$ cat src/rtl/spi_readback_tx.sv
// SPI-slave readback transmitter: decodes a 16-bit read frame and shifts the
// addressed 8-bit register out on miso, oversampling the SPI pins in ck_1356meg.
module spi_readback_tx #(
  parameter logic [3:0] CMD_READ    = 4'b1000,
  parameter int         SYNC_STAGES = 2
) (
  input  logic       ck_1356meg,
  input  logic       reset,
  input  logic       spck,
  input  logic       ncs,
  input  logic       mosi,
  input  logic [7:0] conf_word,
  input  logic [7:0] divisor,
  input  logic [7:0] conf_enio,
  input  logic [7:0] status,
  output logic       miso,
  output logic       busy,
  output logic       rd_done,
  output logic       status_rd,
  output logic       frame_err
);

  typedef enum logic [1:0] {IDLE, HDR, DATA, WAIT} state_t;

  logic [SYNC_STAGES-1:0] spck_sync, ncs_sync, mosi_sync;
  logic                   spck_q, ncs_q;
  logic                   spck_s, ncs_s, mosi_s;
  logic                   spck_rise, spck_fall, ncs_rise, ncs_fall;

  state_t     state;
  logic [4:0] bit_cnt;
  logic [7:0] header;
  logic [7:0] shreg;
  logic       cmd_match;
  logic       addr_status;

  logic [7:0] hdr_next;
  logic [7:0] src_sel;
  logic       cmd_hit;
  logic [7:0] load_byte;

  // Synchronizers idle as spck low, ncs deasserted, mosi low.
  always_ff @(posedge ck_1356meg or posedge reset) begin
    if (reset) begin
      spck_sync <= '0;
      ncs_sync  <= '1;
      mosi_sync <= '0;
      spck_q    <= 1'b0;
      ncs_q     <= 1'b1;
    end else begin
      spck_sync <= {spck_sync[SYNC_STAGES-2:0], spck};
      ncs_sync  <= {ncs_sync[SYNC_STAGES-2:0], ncs};
      mosi_sync <= {mosi_sync[SYNC_STAGES-2:0], mosi};
      spck_q    <= spck_sync[SYNC_STAGES-1];
      ncs_q     <= ncs_sync[SYNC_STAGES-1];
    end
  end

  assign spck_s    = spck_sync[SYNC_STAGES-1];
  assign ncs_s     = ncs_sync[SYNC_STAGES-1];
  assign mosi_s    = mosi_sync[SYNC_STAGES-1];
  assign spck_rise = spck_s & ~spck_q;
  assign spck_fall = ~spck_s & spck_q;
  assign ncs_rise  = ncs_s & ~ncs_q;
  assign ncs_fall  = ~ncs_s & ncs_q;

  always_comb begin
    hdr_next = {header[6:0], mosi_s};
    cmd_hit  = (hdr_next[7:4] == CMD_READ);
    case (hdr_next[1:0])
      2'd0:    src_sel = conf_word;
      2'd1:    src_sel = divisor;
      2'd2:    src_sel = conf_enio;
      default: src_sel = status;
    endcase
    load_byte = cmd_hit ? src_sel : 8'h00;
  end

  // Bit 7 is already on miso when the 8th fall arrives, so the shift is
  // skipped for that fall and the ARM samples bits 7..0 on rises 9..16.
  always_ff @(posedge ck_1356meg or posedge reset) begin
    if (reset) begin
      state       <= IDLE;
      bit_cnt     <= '0;
      header      <= '0;
      shreg       <= '0;
      cmd_match   <= 1'b0;
      addr_status <= 1'b0;
      miso        <= 1'b0;
      busy        <= 1'b0;
      rd_done     <= 1'b0;
      status_rd   <= 1'b0;
      frame_err   <= 1'b0;
    end else begin
      rd_done   <= 1'b0;
      status_rd <= 1'b0;
      frame_err <= 1'b0;
      case (state)
        IDLE: begin
          if (ncs_fall) begin
            state     <= HDR;
            bit_cnt   <= '0;
            header    <= '0;
            shreg     <= '0;
            cmd_match <= 1'b0;
            busy      <= 1'b1;
            miso      <= 1'b0;
          end
        end
        HDR: begin
          if (ncs_rise) begin
            state     <= IDLE;
            frame_err <= 1'b1;
            miso      <= 1'b0;
            busy      <= 1'b0;
            cmd_match <= 1'b0;
          end else if (spck_rise) begin
            header  <= hdr_next;
            bit_cnt <= bit_cnt + 5'd1;
            if (bit_cnt == 5'd7) begin
              cmd_match   <= cmd_hit;
              addr_status <= (hdr_next[1:0] == 2'd3);
              shreg       <= load_byte;
              miso        <= load_byte[7];
              state       <= DATA;
            end
          end
        end
        DATA: begin
          if (ncs_rise) begin
            state     <= IDLE;
            frame_err <= 1'b1;
            miso      <= 1'b0;
            busy      <= 1'b0;
            cmd_match <= 1'b0;
          end else if (spck_rise) begin
            bit_cnt <= bit_cnt + 5'd1;
            if (bit_cnt == 5'd15) state <= WAIT;
          end else if (spck_fall && bit_cnt != 5'd8) begin
            shreg <= {shreg[6:0], 1'b0};
            miso  <= shreg[6];
          end
        end
        WAIT: begin
          if (ncs_rise) begin
            state     <= IDLE;
            rd_done   <= cmd_match;
            status_rd <= cmd_match & addr_status;
            miso      <= 1'b0;
            busy      <= 1'b0;
            cmd_match <= 1'b0;
          end
        end
        default: state <= IDLE;
      endcase
    end
  end

endmodule

$ cat config.mk
export PLATFORM = sky130hd
export DESIGN_NAME = spi_readback_tx
export DESIGN_NICKNAME = d
export VERILOG_FILES = /design/src/rtl/spi_readback_tx.sv
export SDC_FILE = /design/constraint.sdc
export NUM_CORES = 1
export LEC_CHECK = 0
export ABC_AREA = 1
export BUFFER_PORTS_ARGS = -buffer_cell sky130_fd_sc_hd__buf_4
export CAP_MARGIN = 20
export CORE_MARGIN = 3
export CORE_UTILIZATION = 27
export DETAILED_ROUTE_END_ITERATION = 16
export SLEW_MARGIN = 20
export SYNTH_ARGS = -nofsm -noshare
export SYNTH_HDL_FRONTEND = slang
export SYNTH_SLANG_ARGS = --single-unit
$ cat constraint.sdc
create_clock -name ck_1356meg -period 1.65 [get_ports ck_1356meg]
set_clock_uncertainty 0.15 [all_clocks]
set_input_delay 0.165 -clock ck_1356meg [delete_from_list [all_inputs] [get_ports ck_1356meg]]
set_output_delay 0.165 -clock ck_1356meg [all_outputs]
set_load 0.05 [all_outputs]
==> impl_results.md <==
- Synth area leaders: dfrtp_1, nand2_1, nand3_1
- R2R Path Start: bit_cnt[0]$_DFFE_PP0P_
- Vias: 1,943
- I/O Pins: 42
- Crit Path Category: reg -> reg
- Area leader, netlist: dfrtp_1
- Vias in the first global route: 1,847
- Post-synthesis mux area share: 0
- Worst slew margin: 0.704
- Per-cell routed wire length: 11.6 um
- Synth Register Bits: 36
- Clk sink count: 36
- Critical Path Start Type: flip-flop
- Crit path DAT: 1.66 ns
- HPWL Detailed: 3.82 mm
- Leak Pwr: 1.46 nW
- First-pass GRT wire length: 8.55 mm
- Status: finished clean
- Min-delay src: conf_word[6]
- Mapped Cells: 271
- Worst ir drop on vdd: 0.000522 V
- R2R Path End: shreg[2]$_DFFE_PP0P_
- Period minus WS final: 1.63 ns
- Worst-margin pin slew: 0.444 ns
- Ys Warns: 0
- Net Count, Synth: 316
- Most frequent cells in the layout: nand2_1, buf_4, nand3_1
- First-pass DRT Iterations: 4
- Slowest-stage cell, CP: dfrtp_1
- Multi-input gate area: 0.00120 mm^2
- Fillers: 734
- Most common cell after layout, fill and taps aside: nand2_1
- Most common cell on crit path: nand2_1
- Number of max-cap violations: 0
- Area Overhead vs Synth: 42.5%
- Initial Util: 0.280
- Compound-Gate Fraction of Synth Area: 0.0737
- DRT Wirelength: 5.12 mm
- Post-Syn Area: 0.00205 mm^2
- Hold Crit Depth: 7
- Worst endpoint required time: 1.67 ns
- Setup repair after global routing missed its margin: true
- Hold Crit Class: in -> reg
- Setup violators final: 0
- Synth Area in XOR/XNOR: 0.00427
- Clock Tree Buf Depth: 2
- Largest net degree at the start of global routing: 37
- Crit end category: flip-flop
- Layout cells sized above 1: 0.367
- Slew Viols, Final: 0
- Worst reg2reg path depth: 10
- Worst-Skew Late Latency: 0.28 ns
- Total core area: 0.00733 mm^2
- Hold endpoint: shreg[6]$_DFFE_PP0P_
- Vias per inst: 4.42
- Synth Area in Adders: 0.0488
- Initial antenna violation count: 0
- R2R setup slack: 0.02 ns
- Largest family of logic cells by synthesized area: simple AND/OR/NAND/NOR gates
- Hold_ws: 0.191 ns
- Placed cell area: 0.00259 mm^2
- Post-Synth Simple-Gate Area: 0.371
- Power density over the cells: 1300 mW/mm^2
- Slowest stage delay, CP: 0.39 ns
- FMAX: 612 MHz
- Residual DRC: 0
- Antenna Cells: 0
- Overflow after GRT: 0
- Port-buffer cells: 41
- Clk root buf: clkbuf_8
- Die H: 93.2 um
- Synth top area share: 0.402
- Average cell area after synthesis: 7.58 um^2
- Final worst-path cycle share: 0.991
- Register area: 906 um^2
- Design area: 0.00293 mm^2
- Die X-Extent: 93.2 um
- Worst-path cell chain: ha_2 > nand2_1 > inv_2 > nand2_1 > nand2_1 > nand2_2 > nor2_8 > inv_4 > nand2_1 > nand2_1
- Clock slew at reported path FFs: 0.07 ns
- Number of H-tree levels: 2
- Fin nets: 386
- Placer Congestion: 0.808
- Final Hold Vio Count: 0
- Distinct cell type count after synthesis: 30
- GRT Util Overall: 0.121
- Num CTS Buffers: 5
- DRT iter0 DRCs: 91
- Post-DRT Antenna Nets: 0
- Worst-path fanout max: 8
- Placement row count: 31
- Die area: 0.00869 mm^2
- Seq/Total Area, Yosys: 0.441
- TritonCTS clock tree: built
## cell usage after synthesis (all sizes together)
master,n
nand2,83
nor2,42
nand3,37
dfrtp,33
inv,23
o21ai,22
ha,8
buf,5
a21oi,4
dfstp,3
nor3,3
a21boi,1
clkbuf,1
clkinv,1
nand4,1
nor3b,1
o22ai,1
or2,1
xor2,1
## layer usage
layer,GRT usage,part of all wire,vias up
li1,-,-,1009
met1,0.166,0.46,901
met2,0.195,0.50,27
met3,0.0346,0.033,6
met4,0.0147,0.0057,0
met5,0,0,-
## worst max-delay path: cells and delay by family, from the launching register on
kind                       cells  cell delay (ns)
and+or+nand+nor                7             0.62
adders and majority gates      1             0.19
buffers and inverters          2             0.19
DFF                            1             0.39
## through the flow
step | setup TNS [ns] | worst slack, ns | total power [mW] | instances | util
after floorplan | -0.0204 | -0.00339 | 2.23 | 271 | -
after global placement | -0.212 | -0.0369 | 2.77 | 423 | 0.353
after detailed placement | -1.20 | -0.0893 | 2.78 | 423 | 0.353
after CTS | -0.000397 | -0.000397 | 3.53 | 436 | 0.379
after global routing | -1.02 | -0.115 | 4.10 | 440 | 0.399
final | 0 | 0.0151 | 3.82 | 440 | 0.399
## kinds of logic after synthesis
| logic type | count (synthesis) |
|---|---|
| compound gates | 28 |
| fa+ha+maj | 8 |
| buf+inv | 30 |
| xor+xnor | 1 |
| simple gates | 168 |
| flops | 36 |
## repair_timing
item | in CTS | in global routing
setup endpoints to repair | 19 | 23
buffers inserted | 2 | 3
cloned | 0 | 1
pin swaps | 4 | 13
hold buffers | 4 | 0
gates resized for setup | 14 | 39
endpoints found under the hold margin | 36 | 0
## registers in the layout, indices dropped and copies added, names as in the netlist
signal       cells
miso             1
busy             1
addr_status      1
bit_cnt          5
cmd_match        1
header           7
ncs_sync         2
frame_err        1
spck_sync        2
status_rd        1
shreg            7
mosi_sync        2
spck_q           1
ncs_q            1
rd_done          1
state            2
## worst max path at each step
stage	start	endpoint	slack, ns	depth (start not counted)
after floorplan	state[0]$_DFFE_PP0P_	shreg[1]$_DFFE_PP0P_	-0.003	11
after global placement	state[1]$_DFFE_PP0P_	shreg[1]$_DFFE_PP0P_	-0.04	10
after detailed placement	state[1]$_DFFE_PP0P_	header[3]$_DFFE_PP0P_	-0.09	8
after CTS	state[1]$_DFFE_PP0P_	shreg[4]$_DFFE_PP0P_	-0.0004	10
after global routing	bit_cnt[0]$_DFFE_PP0P_	shreg[6]$_DFFE_PP0P_	-0.12	10
final	bit_cnt[0]$_DFFE_PP0P_	shreg[2]$_DFFE_PP0P_	0.02	10
## layout make-up
type	instances	share of cell area
Sequential cell	36	0.310
Inverter	24	0.0321
Timing Repair Buffer	68	0.180
Clock buffer	6	0.0248
Tap cell	99	0.0423
Multi-Input combinational cell	206	0.409
Clock inverter	1	0.00171
## power by group
group | leakage [nW] | switching [mW] | internal [mW]
combinational | 0.950 | 1.23 | 0.874
sequential | 0.472 | 0.128 | 1.01
clock | 0.0410 | 0.287 | 0.287
total | 1.46 | 1.65 | 2.17
Note: power is estimated with default switching activity, not from simulation.
